File: config.mk
export PLATFORM = sky130hd
export DESIGN_NAME = imem_dmem_arbiter_flat
export DESIGN_NICKNAME = d
export VERILOG_FILES = /design/src/rtl/imem_dmem_arbiter_pkg.sv /design/src/rtl/imem_dmem_arbiter_if.sv /design/src/rtl/imem_dmem_arbiter_rr_arbiter2.sv /design/src/rtl/imem_dmem_arbiter.sv /design/src/flat_wrapper.sv
export SDC_FILE = /design/constraint.sdc
export NUM_CORES = 1
export LEC_CHECK = 0
export ABC_AREA = 1
export ABC_CLOCK_PERIOD_IN_PS = 2700
export CORE_MARGIN = 4
export CORE_UTILIZATION = 35
export DETAILED_ROUTE_END_ITERATION = 16
export GPL_TIMING_DRIVEN = 0
export PLACE_DENSITY_LB_ADDON = 0.08
export RECOVER_POWER = 100
export SLEW_MARGIN = 20
export SYNTH_ARGS = -nofsm -noshare
export SYNTH_HDL_FRONTEND = slang
export SYNTH_SLANG_ARGS = --single-unit
File: constraint.sdc
create_clock -name clk -period 2.7 [get_ports clk]
set_input_delay 0.27 -clock clk [delete_from_list [all_inputs] [get_ports clk]]
set_output_delay 0.27 -clock clk [all_outputs]
set_load 0.05 [all_outputs]
File: src/rtl/imem_dmem_arbiter_pkg.sv
// Shared constants for the unified-memory arbiter: widths, FSM encodings and
// the round-robin grant identifiers.
package imem_dmem_arbiter_pkg;

    localparam int XLEN = 32;
    localparam int AW   = 32;
    localparam int SW   = XLEN / 8;

    // 3-bit FSM encodings
    localparam logic [2:0] S_IDLE   = 3'd0;
    localparam logic [2:0] S_D_REQ  = 3'd1;
    localparam logic [2:0] S_D_WAIT = 3'd2;
    localparam logic [2:0] S_I_REQ  = 3'd3;
    localparam logic [2:0] S_I_WAIT = 3'd4;

    // Identity of the requester that was granted most recently
    localparam logic GNT_IF = 1'b0;
    localparam logic GNT_D  = 1'b1;

endpackage

File: src/rtl/imem_dmem_arbiter_if.sv
// Bundle of the fetch port, the load/store port, the flush input, the
// memory port and the stall outputs.
//
// Handshake rules on every port of this bundle:
//   - A requester raises *_req with a stable payload and holds both until the
//     matching *_valid pulse; req still high in the cycle after valid is a
//     new request.
//   - m_req stays high with a stable payload until m_gnt is seen; m_rvalid
//     arrives at least one cycle after m_gnt, at most once per grant.
// The slave modport is the arbiter's view; master is the environment's view
// (pipeline plus memory).
interface imem_dmem_arbiter_if;
    import imem_dmem_arbiter_pkg::*;

    logic            if_req;
    logic [AW-1:0]   if_addr;
    logic            if_valid;
    logic [XLEN-1:0] if_rdata;

    logic            d_req;
    logic            d_we;
    logic [AW-1:0]   d_addr;
    logic [XLEN-1:0] d_wdata;
    logic [SW-1:0]   d_wstrb;
    logic            d_valid;
    logic [XLEN-1:0] d_rdata;

    logic            flush;

    logic            m_req;
    logic            m_we;
    logic [AW-1:0]   m_addr;
    logic [XLEN-1:0] m_wdata;
    logic [SW-1:0]   m_wstrb;
    logic            m_gnt;
    logic            m_rvalid;
    logic [XLEN-1:0] m_rdata;

    logic            stall_if;
    logic            stall_mem;

    modport slave (
        input  if_req, if_addr, d_req, d_we, d_addr, d_wdata, d_wstrb, flush,
        input  m_gnt, m_rvalid, m_rdata,
        output if_valid, if_rdata, d_valid, d_rdata,
        output m_req, m_we, m_addr, m_wdata, m_wstrb,
        output stall_if, stall_mem
    );

    modport master (
        output if_req, if_addr, d_req, d_we, d_addr, d_wdata, d_wstrb, flush,
        output m_gnt, m_rvalid, m_rdata,
        input  if_valid, if_rdata, d_valid, d_rdata,
        input  m_req, m_we, m_addr, m_wdata, m_wstrb,
        input  stall_if, stall_mem
    );

endinterface

File: src/rtl/imem_dmem_arbiter_rr_arbiter2.sv
// Two-way round-robin arbiter between fetch and data. Grants only while
// enabled; on a tie the requester not granted last time wins.
module imem_dmem_arbiter_rr_arbiter2
    import imem_dmem_arbiter_pkg::*;
(
    input  logic clk,
    input  logic rst,
    input  logic en,
    input  logic req_if,
    input  logic req_d,
    output logic gnt_if,
    output logic gnt_d
);

    logic last_gnt;

    // Grant decision: single requester wins outright, tie goes to the other side
    always_comb begin
        gnt_if = 1'b0;
        gnt_d  = 1'b0;
        if (en) begin
            if (req_if && req_d) begin
                if (last_gnt == GNT_IF) gnt_d  = 1'b1;
                else                    gnt_if = 1'b1;
            end else begin
                gnt_if = req_if;
                gnt_d  = req_d;
            end
        end
    end

    // Remember the last winner; reset favours data on the first tie
    always_ff @(posedge clk or posedge rst) begin
        if (rst)         last_gnt <= GNT_IF;
        else if (gnt_d)  last_gnt <= GNT_D;
        else if (gnt_if) last_gnt <= GNT_IF;
    end

endmodule

File: src/rtl/imem_dmem_arbiter.sv
// Shares one single-ported memory between instruction fetch and load/store.
// One transaction outstanding at a time; a fetch cancelled by flush still
// completes on the bus but its response is discarded. state and drop are
// brought out for observation.
module imem_dmem_arbiter
    import imem_dmem_arbiter_pkg::*;
(
    input  logic                clk,
    input  logic                reset,
    imem_dmem_arbiter_if.slave  bus,
    output logic [2:0]          state,
    output logic                drop
);

    logic            gnt_if;
    logic            gnt_d;
    logic            in_idle;
    logic            if_valid_w;
    logic            d_valid_w;
    logic            m_we_q;
    logic [AW-1:0]   m_addr_q;
    logic [XLEN-1:0] m_wdata_q;
    logic [SW-1:0]   m_wstrb_q;

    assign in_idle = (state == S_IDLE);

    // A fetch raised together with flush targets a stale PC, so it is not offered
    imem_dmem_arbiter_rr_arbiter2 u_rr (
        .clk    (clk),
        .rst    (reset),
        .en     (in_idle),
        .req_if (bus.if_req & ~bus.flush),
        .req_d  (bus.d_req),
        .gnt_if (gnt_if),
        .gnt_d  (gnt_d)
    );

    // Transaction FSM, payload capture on leaving IDLE, and flush tracking
    always_ff @(posedge clk or posedge reset) begin
        if (reset) begin
            state     <= S_IDLE;
            drop      <= 1'b0;
            m_we_q    <= 1'b0;
            m_addr_q  <= '0;
            m_wdata_q <= '0;
            m_wstrb_q <= '0;
        end else begin
            case (state)
                S_IDLE: begin
                    if (gnt_d) begin
                        state     <= S_D_REQ;
                        m_we_q    <= bus.d_we;
                        m_addr_q  <= bus.d_addr;
                        m_wdata_q <= bus.d_wdata;
                        m_wstrb_q <= bus.d_wstrb;
                    end else if (gnt_if) begin
                        state     <= S_I_REQ;
                        m_we_q    <= 1'b0;
                        m_addr_q  <= bus.if_addr;
                        m_wdata_q <= '0;
                        m_wstrb_q <= '0;
                    end
                end
                S_D_REQ: begin
                    if (bus.m_gnt) state <= S_D_WAIT;
                end
                S_D_WAIT: begin
                    if (bus.m_rvalid) state <= S_IDLE;
                end
                S_I_REQ: begin
                    if (bus.flush) drop <= 1'b1;
                    if (bus.m_gnt) state <= S_I_WAIT;
                end
                S_I_WAIT: begin
                    if (bus.m_rvalid) begin
                        drop  <= 1'b0;
                        state <= S_IDLE;
                    end else if (bus.flush) begin
                        drop <= 1'b1;
                    end
                end
                default: state <= S_IDLE;
            endcase
        end
    end

    // Response steering is a single gate level from m_rvalid
    assign d_valid_w  = (state == S_D_WAIT) & bus.m_rvalid;
    assign if_valid_w = (state == S_I_WAIT) & bus.m_rvalid & ~drop & ~bus.flush;

    // Memory port is driven purely from state and registers, never from m_gnt
    assign bus.m_req     = (state == S_D_REQ) | (state == S_I_REQ);
    assign bus.m_we      = m_we_q;
    assign bus.m_addr    = m_addr_q;
    assign bus.m_wdata   = m_wdata_q;
    assign bus.m_wstrb   = m_wstrb_q;

    assign bus.if_valid  = if_valid_w;
    assign bus.if_rdata  = bus.m_rdata;
    assign bus.d_valid   = d_valid_w;
    assign bus.d_rdata   = bus.m_rdata;

    assign bus.stall_if  = bus.if_req & ~if_valid_w;
    assign bus.stall_mem = bus.d_req & ~d_valid_w;

endmodule

File: src/flat_wrapper.sv
// flat-port wrapper written by rule: the top's interface ports become plain ports
module imem_dmem_arbiter_flat import imem_dmem_arbiter_pkg::*;
  (clk, reset, state, drop, bus_if_req, bus_if_addr, bus_d_req, bus_d_we, bus_d_addr, bus_d_wdata, bus_d_wstrb, bus_flush, bus_m_gnt, bus_m_rvalid, bus_m_rdata, bus_if_valid, bus_if_rdata, bus_d_valid, bus_d_rdata, bus_m_req, bus_m_we, bus_m_addr, bus_m_wdata, bus_m_wstrb, bus_stall_if, bus_stall_mem);
  imem_dmem_arbiter_if bus_i ();
  input  logic clk;
  input  logic reset;
  output logic [2:0] state;
  output logic drop;
  input wire logic [$bits(bus_i.if_req)-1:0] bus_if_req;
  input wire logic [$bits(bus_i.if_addr)-1:0] bus_if_addr;
  input wire logic [$bits(bus_i.d_req)-1:0] bus_d_req;
  input wire logic [$bits(bus_i.d_we)-1:0] bus_d_we;
  input wire logic [$bits(bus_i.d_addr)-1:0] bus_d_addr;
  input wire logic [$bits(bus_i.d_wdata)-1:0] bus_d_wdata;
  input wire logic [$bits(bus_i.d_wstrb)-1:0] bus_d_wstrb;
  input wire logic [$bits(bus_i.flush)-1:0] bus_flush;
  input wire logic [$bits(bus_i.m_gnt)-1:0] bus_m_gnt;
  input wire logic [$bits(bus_i.m_rvalid)-1:0] bus_m_rvalid;
  input wire logic [$bits(bus_i.m_rdata)-1:0] bus_m_rdata;
  output wire logic [$bits(bus_i.if_valid)-1:0] bus_if_valid;
  output wire logic [$bits(bus_i.if_rdata)-1:0] bus_if_rdata;
  output wire logic [$bits(bus_i.d_valid)-1:0] bus_d_valid;
  output wire logic [$bits(bus_i.d_rdata)-1:0] bus_d_rdata;
  output wire logic [$bits(bus_i.m_req)-1:0] bus_m_req;
  output wire logic [$bits(bus_i.m_we)-1:0] bus_m_we;
  output wire logic [$bits(bus_i.m_addr)-1:0] bus_m_addr;
  output wire logic [$bits(bus_i.m_wdata)-1:0] bus_m_wdata;
  output wire logic [$bits(bus_i.m_wstrb)-1:0] bus_m_wstrb;
  output wire logic [$bits(bus_i.stall_if)-1:0] bus_stall_if;
  output wire logic [$bits(bus_i.stall_mem)-1:0] bus_stall_mem;
  assign bus_i.if_req = bus_if_req;
  assign bus_i.if_addr = bus_if_addr;
  assign bus_i.d_req = bus_d_req;
  assign bus_i.d_we = bus_d_we;
  assign bus_i.d_addr = bus_d_addr;
  assign bus_i.d_wdata = bus_d_wdata;
  assign bus_i.d_wstrb = bus_d_wstrb;
  assign bus_i.flush = bus_flush;
  assign bus_i.m_gnt = bus_m_gnt;
  assign bus_i.m_rvalid = bus_m_rvalid;
  assign bus_i.m_rdata = bus_m_rdata;
  assign bus_if_valid = bus_i.if_valid;
  assign bus_if_rdata = bus_i.if_rdata;
  assign bus_d_valid = bus_i.d_valid;
  assign bus_d_rdata = bus_i.d_rdata;
  assign bus_m_req = bus_i.m_req;
  assign bus_m_we = bus_i.m_we;
  assign bus_m_addr = bus_i.m_addr;
  assign bus_m_wdata = bus_i.m_wdata;
  assign bus_m_wstrb = bus_i.m_wstrb;
  assign bus_stall_if = bus_i.stall_if;
  assign bus_stall_mem = bus_i.stall_mem;
  imem_dmem_arbiter u_core (.clk(clk), .reset(reset), .bus(bus_i), .state(state), .drop(drop));
endmodule
==> results.md, run 1 <==
| Item | Value |
| --- | --- |
| First-pass iteration count of the detailed router | 4 |
| Main combinational cell family by area after synthesis | buffers and inverters |
| Clock tree skew after final layout | 14.10 ps |
| Buffer levels on the longest clock path | 2 |
| Peak supply drop | 0.0004420 V |
| Drt initial violations | 121 |
| Sum of routed wire length over all layers | 12240 um |
| Achievable Freq | 0.4093 GHz |
| Number of standard-cell rows in the floorplan | 37 |
| Most area-hungry cell type in the Yosys netlist | dfrtp_1 |
| Hold_sp | bus_d_wstrb[2] |
| Most common flop cell mapped by yosys | dfrtp_1 |
| Hpwl dp | 10030 um |
| Worst Max-Slew Pin Slew | 998.0 ps |
| Slew HR | 33.10% |
| Cell depth of the worst min-delay path | 3 |
| Number of remaining DRC errors | 0 |
| Clk_lat worst skew | 340 ps |
| Final period utilization | 90.48% |
| RSZ-0062 raised after global routing | no |
| Port Buffers | 249 |
| Most instantiated library cell after synthesis | nand2_1 |
| Number of top-level pins | 282 |
| Seq/Total Area, Yosys | 48.91% |
| H-Tree Level Count | 3 |
| TNS Setup | 0 ps |
| Path type of the worst setup path | reg2out |
| Switching share of power | 52.81% |
| Sink Count | 74 |
| Vertical die dimension | 112.0 um |
| Routed length per instance | 13.91 um |
| Die Width | 112.0 um |
| Crit path from | u_core.state[0] |
| Worst reg-to-reg path cell count | 8 |
| Max capacitance violation total | 0 |
| Clock tree root driver cell | clkbuf_8 |
| Power density cells | 1033 nW/um2 |
| Area of the multi-input gates | 1021 um2 |
| Sequential share of power | 27.3% |
| Tot GR Track Use | 19.60% |
| Largest driver fanout on the critical path | 4 |
| Hold Vio Cnt, Final | 0 |
| Post-Synth Adder-Cell Area | 0% |
| Relative contribution of the clock network to total power | 10.8% |
| Core area | 10420 um2 |
| Top area cells in the synthesized netlist | dfrtp_1 (49%), buf_4 (13%), nand2_1 (8.1%) |
| Total net switching power | 3596 uW |
| Die outline area | 12550 um2 |
| Register bit total from synthesis | 74 |
| FF-to-FF Start | u_core.state[0] |
| Via-to-Cell Ratio | 4.317 |
| Number of enable-type register cells in the synthesized netlist | 0 |
| Routed vias | 3799 |
| Signal arrival time at the worst endpoint | 2170 ps |
| XOR/XNOR Fraction of Synth Area | 0% |
| Leakage dissipation | 0.003213 uW |
| First-pass GRT wire length | 19810 um |
| Average instance area after synthesis | 7.921 um2 |
| Synth Area in Simple Gates | 17.51% |
| CTS tree | built |
| Setup WS pre-CTS | 503.0 ps |
| Antenna violations before repair | 0 |
| Overall overflow remaining after global route | 0 |
| Clock slew seen by the registers of the worst setup and hold paths | 70 ps |
| Total of hold buffers inserted after clock tree synthesis | 0 |
| Starting density of the core | 36.35% |
| Run status | completed |
| Number of global-route vias before repair | 4132 |
| Internal power component | 3214 uW |
| CP startpoint kind | register |
| Endpoint kind of the worst setup timing path | primary output |
| Max-slew violation total from the final report | 0 |
| Number of routed nets with antenna violations | 0 |
| Logic gate share of total power | 61.9% |
| Pin count of the biggest net entering global routing | 56 |
| Fill cells | 946 |
| Post-route worst setup slack | 257.0 ps |
| Share of synthesized area spent on multiplexers | 0% |
| Synthesized Nets | 618 |
| Clock buffer count from CTS | 9 |
| Net total in the final layout | 879 |
| Synthesized netlist cell count | 478 |
| Compound-Gate Fraction of Synth Area | 10.08% |
| Post_cts resized | 0 |
| Routability-driven placement congestion ratio | 0.8488 |
| Signed area change from the synthesized netlist to the final layout | 74.06% |
| Warnings from Yosys | 0 |
| Leading cell types by count after synthesis | nand2_1 (82), inv_1 (79), dfrtp_1 (74) |
| Data required time at the worst endpoint | 2430 ps |
| Share of the synthesized area in the top cell type | 48.91% |
| Fraction of layout cells with a size suffix above 1 | 12.10% |
| Buffers inserted during post-CTS setup optimization | 0 |
| Tightest Hold Check Type | in2reg |
| Total standard cell area after synthesis | 3786 um2 |
| Async S/R FF share, synth | 100.0% |
| Final antenna diode count | 0 |
| Number of distinct library cell variants in the gate-level netlist after synthesis | 21 |
| Final Setup Violations | 0 |
| Seq. cell area | 1852 um2 |
| Time the worst path needs with I/O delays and setup | 2443 ps |
[registers in the layout, summed over array words and instances, names as in the netlist]
register,count
u_core.drop,1
u_core.bus.m_addr,32
u_core.state,3
u_core.u_rr.last_gnt,1
u_core.bus.m_wdata,32
u_core.bus.m_wstrb,4
u_core.bus.m_we,1
[worst max-delay path, stage by stage, from the launching register on]
cell and delay [ps]:
dfrtp_1 430, nor2_1 210, nand3_1 120, nor2_1 160, dlygate4sd3_1 920
[cells by family after synthesis]
| group | count (synthesis) |
|---|---|
| and+or+nand+nor | 168 |
| buffers and inverters | 163 |
| DFF | 74 |
| AOI/OAI and AO/OA | 73 |
[metrics by stage]
| step | area [um2] | hold slack [ps] | std cells | total power [uW] | utilization [%] |
|---|---|---|---|---|---|
| 2_1_floorplan | 3786 | 403.1 | 478 | 4798 | - |
| 6_report | 6590 | 476.0 | 880 | 6810 | 63.27 |
| 3_5_place_dp | 6479 | 472.3 | 864 | 6444 | 62.20 |
| 3_3_place_gp | 6449 | 468.4 | 863 | 6366 | 61.91 |
| 5_1_grt | 6590 | 456.9 | 880 | 7221 | 63.27 |
| 4_1_cts | 6643 | 226.2 | 880 | 7202 | 63.77 |
[final cells by class]
| class | count | area share [%] |
|---|---|---|
| Multi-Input combinational cell | 241 | 15.49 |
| Tap cell | 136 | 2.582 |
| Timing Repair Buffer | 250 | 38.24 |
| Inverter | 82 | 4.690 |
| Sequential cell | 74 | 28.10 |
| Buffer | 81 | 8.411 |
| Clock buffer | 13 | 2.259 |
| Clock inverter | 3 | 0.2278 |
[routing by layer]
layer	wire length [um]	track usage, %
met3	1155	7.283
met2	6343	34.97
met4	510	9.696
met1	4227	20.13
met5	0	0
[power groups by stage]
stage / logic (uW) / clock network, uW / registers (uW)
5_1_grt: 4470 / 816 / 1930
2_1_floorplan: 1220 / 0 / 3580
3_3_place_gp: 4490 / 0 / 1870
4_1_cts: 4550 / 764 / 1890
6_report: 4210 / 735 / 1860
3_5_place_dp: 4540 / 0 / 1910
[final timing paths]
kind / to / slack [ps]
hold / removal: u_core.bus.m_wstrb[2] / 480
max in group asynchronous: u_core.bus.m_addr[30] / 1400
setup reg to reg: u_core.bus.m_wdata[5] / 420
setup / recovery: bus_if_valid / 260
min in group asynchronous: u_core.bus.m_wdata[20] / 560
hold reg to reg: u_core.bus.m_wdata[7] / 480
[placed cells by master, fill, tap and decap left out, drive strengths merged]
cell / Yosys / final
o21ai: 70 / 70
nor2: 73 / 73
a21oi: 2 / 2
nand3: 7 / 7
nand2: 84 / 84
clkdlybuf4s50: 0 / 106
dlygate4sd3: 0 / 143
clkbuf: 2 / 23
nand4: 1 / 1
inv: 82 / 80
nand3b: 1 / 1
dfrtp: 74 / 74
clkinvlp: 0 / 1
nor3: 2 / 2
clkinv: 0 / 4
o211a: 1 / 1
buf: 79 / 72
Power figures use the tool's default switching activity.
==> run 2: changes to the inputs <==
- ABC_CLOCK_PERIOD_IN_PS: 2700 -> 2900
- CORE_UTILIZATION: 35 -> 37
- CTS_CLUSTER_DIAMETER: unset -> 60
- clock period: 2.7 -> 2.9 ns (I/O delays scaled with it)
==> results.md, run 2 (synthesis gave the netlist of run 1 again) <==
| Item | Value |
| --- | --- |
| Max-slew violation total from the final report | 0 |
| Leading cell types in the layout, fill and taps excluded | dlygate4sd3_1 (143), clkdlybuf4s50_1 (106), nand2_1 (83) |
| End of the worst register-to-register path | u_core.bus.m_wdata[29] |
| Leakage dissipation | 0.003199 uW |
| Routed vias | 3772 |
| Largest driver fanout on the critical path | 8 |
| Worst setup endpoint | bus_d_valid |
| Number of instances in the placed design | 861 |
| Tot GR Track Use | 19.49% |
| Number of remaining DRC errors | 0 |
| Achievable Freq | 0.4192 GHz |
| Post-route insts no fill | 877 |
| Time the worst path needs with I/O delays and setup | 2385 ps |
| Clk_lat worst skew | 340 ps |
| Via-to-Cell Ratio | 4.301 |
| Net total in the final layout | 879 |
| Hold Vio Cnt, Final | 0 |
| Total net switching power | 3342 uW |
| Cell depth of the worst min-delay path | 2 |
| Buffer levels on the longest clock path | 2 |
| Number of global-route vias before repair | 3848 |
| Sequential share of power | 27.0% |
| First-pass GRT wire length | 18040 um |
| Sink Count | 74 |
| Clock slew seen by the registers of the worst setup and hold paths | 70 ps |
| RSZ-0062 raised after global routing | no |
| Routed length per instance | 13.63 um |
| H-Tree Level Count | 3 |
| Overall overflow remaining after global route | 0 |
| Slew HR | 10.52% |
| Antenna violations before repair | 0 |
| CP startpoint kind | register |
| Internal power component | 3054 uW |
| Fraction of layout cells with a size suffix above 1 | 11.83% |
| Starting density of the core | 38.38% |
| Peak supply drop | 0.0004004 V |
| Signed area change from the synthesized netlist to the final layout | 73.79% |
| Number of top-level pins | 282 |
| Number of routed nets with antenna violations | 0 |
| Endpoint kind of the worst setup timing path | primary output |
| Signal arrival time at the worst endpoint | 2100 ps |
| Relative contribution of the clock network to total power | 11.8% |
| Setup WS pre-CTS | 712.5 ps |
| Commonest non-fill, non-tap cell in the layout | dlygate4sd3_1 |
| Total of hold buffers inserted after clock tree synthesis | 0 |
| Run status | completed |
| Post_cts resized | 0 |
| Tightest Hold Check Type | reg2reg |
| Final period utilization | 82.26% |
| Worst reg2reg setup slack | 720 ps |
| Data required time at the worst endpoint | 2610 ps |
| Vertical die dimension | 109.2 um |
| Drt initial violations | 154 |
| Port Buffers | 249 |
| Core area | 9864 um2 |
| CTS tree | built |
| Post-route worst setup slack | 514.5 ps |
| Pwr Total | 6396 uW |
| Path type of the worst setup path | reg2out |
| Final antenna diode count | 0 |
| Clock tree skew after final layout | 8.129 ps |
| Logic gate share of total power | 61.2% |
| Number of standard-cell rows in the floorplan | 36 |
| Switching share of power | 52.25% |
| Crit path from | u_core.state[2] |
| FF-to-FF Start | u_core.state[2] |
| Final Setup Violations | 0 |
| Max capacitance violation total | 0 |
| Routability-driven placement congestion ratio | 0.8039 |
| Sum of routed wire length over all layers | 11960 um |
| Final worst hold slack | 482.1 ps |
| Pin count of the biggest net entering global routing | 57 |
| Power density cells | 972.1 nW/um2 |
| Worst reg-to-reg path cell count | 8 |
| Clock tree root driver cell | clkbuf_8 |
| Hpwl dp | 9860 um |
| Clock buffer count from CTS | 9 |
| Die Width | 109.2 um |
| Die outline area | 11910 um2 |
| Worst Max-Slew Pin Slew | 1342 ps |
| Buffers inserted during post-CTS setup optimization | 0 |
| First-pass iteration count of the detailed router | 4 |
[run 2: through the flow]
| stage | area [um2] | util [%] | TNS, ps |
|---|---|---|---|
| 3_3_place_gp | 6445 | 65.33 | -38560 |
| 5_1_grt | 6580 | 66.70 | 0 |
| 4_1_cts | 6654 | 67.45 | 0 |
| 3_5_place_dp | 6475 | 65.64 | 0 |
| 2_1_floorplan | 3786 | - | 0 |
| 6_report | 6580 | 66.70 | 0 |
[run 2: worst max-delay path: stages, from the launching register on]
cell	delay [ps]
dfrtp_1	470
inv_1	140
nand3_1	110
nor2_1	140
dlygate4sd3_1	890
[run 2: how the worst min path moves through the flow]
stage,startpoint,endpoint
2_1_floorplan,bus_d_wdata[24],u_core.bus.m_wdata[24]
3_3_place_gp,u_core.bus.m_wdata[23],u_core.bus.m_wdata[23]
3_5_place_dp,u_core.bus.m_wdata[10],u_core.bus.m_wdata[10]
4_1_cts,reset,u_core.bus.m_wdata[22]
5_1_grt,bus_d_wdata[28],u_core.bus.m_wdata[28]
6_report,u_core.bus.m_wdata[10],u_core.bus.m_wdata[10]
[run 2: layout make-up]
cell class / count / area, um2
Tap cell: 133 / 166.4
Clock inverter: 3 / 40.04
Multi-Input combinational cell: 241 / 1023
Timing Repair Buffer: 250 / 2497
Fill cell: 824 / 3284
Sequential cell: 74 / 1852
Clock buffer: 13 / 138.9
Inverter: 82 / 309.0
Buffer: 81 / 553.0
[run 2: power by group through the flow]
stage                     combinational (uW)  sequential (uW)  clock, uW
after detailed placement                4230             1770          0
after floorplan                         1130             3330          0
after global placement                  4180             1740          0
after global routing                    4170             1790        823
after CTS                               4240             1750        771
final                                   3920             1730        752
[run 2: metal layers]
| layer | global-route usage, % | vias to the layer above | share of wire [%] |
|---|---|---|---|
| li1 | - | 1888 | - |
| met4 | 8.115 | 0 | 2.5 |
| met2 | 35.09 | 156 | 52 |
| met3 | 7.697 | 21 | 11 |
| met1 | 20.00 | 1707 | 34 |
| met5 | 0 | - | 0 |
==> edit 1: new RTL, config.mk and constraints of run 1 <==
`AW`: 32 -> 16.
--- a/src/rtl/imem_dmem_arbiter_pkg.sv
+++ b/src/rtl/imem_dmem_arbiter_pkg.sv
@@ -4,5 +4,5 @@
 
     localparam int XLEN = 32;
-    localparam int AW   = 32;
+    localparam int AW   = 16;
     localparam int SW   = XLEN / 8;
 
Ports: changed (resized bus_d_addr, bus_if_addr and bus_m_addr); port bits go from 282 to 234. No check against the original RTL was run, so the function may have changed too.
==> edit 1 against run 1 <==
  * Global-route usage down 2.3 points
  * Combinational power down 21%
  * Cell area down 18%
  * Via count down 21%
  * Register-to-register slack better by 0.06 ns
  * Total power down 18%
  * Count of clock-buffer cells in the layout unchanged
  * Synthesized cell count down 21%
  * Area after synthesis down 20%
  * Wire length down 27%
  * Setup slack better by 0.092 ns
  * Clock power up 12%
  * Sequential cell count down 16
==> edit 1: results (changes against run 1) <==
GRT
  • Largest net degree at the start of global routing: 34 (-39%)

Placement
  • Detailed placement HPWL: 7320 um (-27%)
  • Pre-CTS WS: 0.561 ns (+0.0584 ns)
  • IO Port Bufs: 201 (-19%)
  • Placer Congestion: 0.806 (-5.1%)

Logic synthesis
  • Yosys cell types: 23 (+9.5%)
  • Commonest cells post-synth: nand2_1, buf_4, inv_1, dfrtp_1, nor2_1
  • Seq/Total Area, Yosys: 47.6% (-1.3 points)
  • Mapped Nets: 484 (-22%)

Pwr
  • Peak supply drop: 0.000613 V (+39%)
  • Seq. pwr: 0.00145 W (-22%)
  • P_clk: 0.000821 W (+12%)
  • Leakage power: 2.68 nW (-17%)

Cells and area
  • Layout cells sized above 1: 15.5% (+3.4 points)
  • NumNets Final: 697 (-21%)

Detailed routing
  • Via density: 4.31 (about the same)
  • WL final: 8990 um (-27%)

Setup path
  • Max stage delay on crit path: 0.89 ns (-0.03 ns)
  • CP arrival: 2.08 ns (-0.09 ns)
  • Reg2reg setup slack: 0.48 ns (+0.06 ns)
  • Worst Path Max Fanout: 5 (+1)

Worst hold path
  • HP Class: flop to flop

Clock network
  • Insertion delay to the later sink of the worst-skew pair: 0.32 ns (-0.02 ns)

Run status
  • Status: completed

Timing
  • Slew at the pin closest to its max-slew limit: 1.18 ns (+0.181 ns)
  • Setup Skew: 0.00851 ns (-0.00559 ns)
## edit 1: final timing paths
kind,start,endpoint,cells past startpoint
max reg2reg,u_core.state[1],u_core.bus.m_wstrb[2],8
min in group asynchronous,reset,u_core.bus.m_wdata[24],2
max in group asynchronous,reset,u_core.bus.m_wdata[1],3
min reg2reg,u_core.bus.m_wdata[4],u_core.bus.m_wdata[4],2
max,u_core.state[1],bus_if_valid,4
min,u_core.bus.m_wdata[4],u_core.bus.m_wdata[4],2
## edit 1: cell families after synthesis
family          count (synthesis)  synth area share, %
flops                          58                 47.6
buf+inv                       141                 26.3
simple gates                  120                 16.2
compound gates                 57                 9.90
## edit 1: cell type report
type                            count  area share (%)
Clock buffer                       13            3.14
Timing Repair Buffer              202            37.5
Inverter                           66            4.63
Clock inverter                      2           0.652
Buffer                             75            10.1
Tap cell                          105            2.45
Multi-Input combinational cell    177            14.5
Sequential cell                    58            27.0
## edit 1: metrics by stage
step	util, %	power, W	instances	hold slack, ns	area (sq um)
CTS	64.9	0.00586	698	0.277	5420
finish	64.4	0.00557	698	0.476	5370
global placement	62.2	0.00496	682	0.464	5190
global route	64.4	0.00591	698	0.485	5370
floorplan	-	0.00377	376	0.403	3050
detailed placement	62.5	0.00502	683	0.475	5210
## edit 1: critical path: cells and delay by family, from the launching register on
family	cells	cell delay (ns)
DFF	1	0.45
buffers and inverters	1	0.89
and+or+nand+nor	3	0.43
## edit 1: routing by layer
metal  part of all wire (%)  vias to the layer above  GRT usage, %
met2                     49                      138          29.0
li1                       -                     1501             -
met5                      0                        -             0
met3                     12                        8          6.82
met1                     38                     1364          20.1
met4                    1.0                        0          5.83
==> edit 2: new RTL, flow settings as in run 1 <==
Made on the original files. Reset style: synchronous (`reset` and `rst`), changed in 2 clocked blocks.
--- a/src/rtl/imem_dmem_arbiter_rr_arbiter2.sv
+++ b/src/rtl/imem_dmem_arbiter_rr_arbiter2.sv
@@ -31,5 +31,5 @@
 
     // Remember the last winner; reset favours data on the first tie
-    always_ff @(posedge clk or posedge rst) begin
+    always_ff @(posedge clk) begin
         if (rst)         last_gnt <= GNT_IF;
         else if (gnt_d)  last_gnt <= GNT_D;
--- a/src/rtl/imem_dmem_arbiter.sv
+++ b/src/rtl/imem_dmem_arbiter.sv
@@ -37,5 +37,5 @@
 
     // Transaction FSM, payload capture on leaving IDLE, and flush tracking
-    always_ff @(posedge clk or posedge reset) begin
+    always_ff @(posedge clk) begin
         if (reset) begin
             state     <= S_IDLE;
Check against the original RTL: differs if reset is asserted again (counterexample within 4 cycles, from zero or initial values and one cycle with reset high); with reset held inactive, the same outputs for 4 cycles.
==> edit 2 against run 1 <==
  * Utilization down 0.16 points
  * Setup slack better by 0.024 ns
  * Sequential cell count unchanged
  * Non-clock buffer count up 6
  * Cell count up 5.1%
  * Via count up 5.8%
  * Die area down 0.30%
  * Area after synthesis down 0.33%
  * Count of clock-buffer cells in the layout down 4
  * Sequential power down 16%
  * Cell area down 0.25%
  * Total power down 14%
  * Register-to-register slack worse by 0.02 ns
  * Wire length down 1.1%
  * Critical path type unchanged
  * Critical endpoint unchanged
  * Largest cell class unchanged
==> edit 2: results (changes against run 1) <==
Run status
  • Status: completed

Setup path
  • CP arrival: 2.15 ns (-0.02 ns)
  • Reg2reg setup slack: 0.40 ns (-0.02 ns)
  • Worst r2r src: u_core.state[1]
  • Worst Path Max Fanout: 7 (+3)
  • Critical R2R Capture: u_core.bus.m_addr[15]

Logic synthesis
  • Commonest cells post-synth: nand2_1, dfxtp_1, nor2_1, buf_4, inv_1
  • Post-synth top flop: dfxtp_1
  • Mapped Nets: 664 (+7.4%)
  • Seq/Total Area, Yosys: 39.3% (-9.7 points)
  • Yosys cell types: 22 (+4.8%)
  • Top post-synthesis cells by area: dfxtp_1, nand2_1, buf_4, nor3_2, nor2_1

Cells and area
  • NumNets Final: 924 (+5.1%)
  • Fillcell total: 940 (-0.63%)

Pwr
  • Leakage power: 3.05 nW (-5.1%)
  • Peak supply drop: 0.000476 V (+7.6%)

GRT
  • First-pass GRT wire length: 19300 um (-2.7%)
  • Vias in the first global route: 4097 (-0.85%)
  • All-layer global routing usage: 18.7% (-0.90 points)
  • Largest net degree at the start of global routing: 15 (-73%)

Timing
  • Hold slack: 0.462 ns (-0.0144 ns)
  • Peak Freq: 413 MHz (+0.98%)
  • Slew at the pin closest to its max-slew limit: 0.634 ns (-0.364 ns)

Detailed routing
  • Wire per inst: 13.1 um (-5.9%)
  • DR vias: 4020 (+5.8%)
  • First DRT Iteration DRCs: 147 (+21%)

Worst hold path
  • Hold Startpoint: u_core.bus.m_wdata[2]
  • Worst Hold Depth: 2 (-1)
  • HP Class: flop to flop
  • Hold path endpoint: u_core.bus.m_wdata[2]

Placement
  • Placer Congestion: 0.826 (-2.7%)
edit 2: where the power goes:
group / switching [W] / leakage [nW] / internal, W
clock network: 0.000455 / 0.0900 / 0.000340
logic: 0.00238 / 2.35 / 0.00109
registers: 0.000158 / 0.609 / 0.00141
edit 2: layout make-up:
class | count | area share [%]
clock buffer | 9 | 1.88
multi-input combinational | 316 | 22.5
tap | 136 | 2.59
inverter | 46 | 2.63
clock inverter | 7 | 0.799
buffer | 88 | 9.15
sequential | 74 | 22.5
timing repair buffer | 249 | 37.9
edit 2: how the worst max path moves through the flow:
| stage | cells after the start | startpoint | endpoint | slack [ns] |
|---|---|---|---|---|
| 2_1_floorplan | 4 | u_core.state[1] | bus_stall_if | 0.16 |
| 3_3_place_gp | 4 | bus_m_rvalid | bus_if_valid | 0.50 |
| 3_5_place_dp | 3 | bus_flush | bus_if_valid | 0.46 |
| 4_1_cts | 4 | u_core.state[1] | bus_if_valid | 0.32 |
| 5_1_grt | 4 | u_core.state[1] | bus_if_valid | 0.13 |
| 6_report | 4 | u_core.state[1] | bus_if_valid | 0.28 |
edit 2: per-layer routing:
| metal | share of wire, % | global-route usage (%) | up-vias |
|---|---|---|---|
| met3 | 9.4 | 7.66 | 18 |
| met5 | 0 | 0 | - |
| li1 | - | - | 2059 |
| met1 | 38 | 19.8 | 1785 |
| met4 | 2.0 | 6.08 | 0 |
| met2 | 51 | 33.7 | 158 |
edit 2: cell families (layout without fill, tap and decap cells):
group           count (synthesis)  count (layout)  share of synthesized area [%]
simple gates                  272             272                           33.5
compound gates                 44              44                           5.84
flops                          74              74                           39.3
buf+inv                       134             399                           21.4
edit 2: critical path: stages (launching register included):
cell,delay [ns]
dfxtp_1,0.37
nor2_1,0.22
nand2_1,0.13
nor4_2,0.21
clkdlybuf4s50_1,0.87
edit 2: per-stage QoR:
step | power, W | setup WS [ns] | std cells | utilization (%) | instance area [sq um]
2_1_floorplan | 0.00413 | 0.163 | 524 | - | 3780
3_3_place_gp | 0.00526 | 0.496 | 909 | 61.8 | 6440
5_1_grt | 0.00620 | 0.130 | 925 | 63.1 | 6570
4_1_cts | 0.00614 | 0.318 | 925 | 63.5 | 6620
3_5_place_dp | 0.00533 | 0.457 | 909 | 61.8 | 6440
6_report | 0.00584 | 0.281 | 925 | 63.1 | 6570
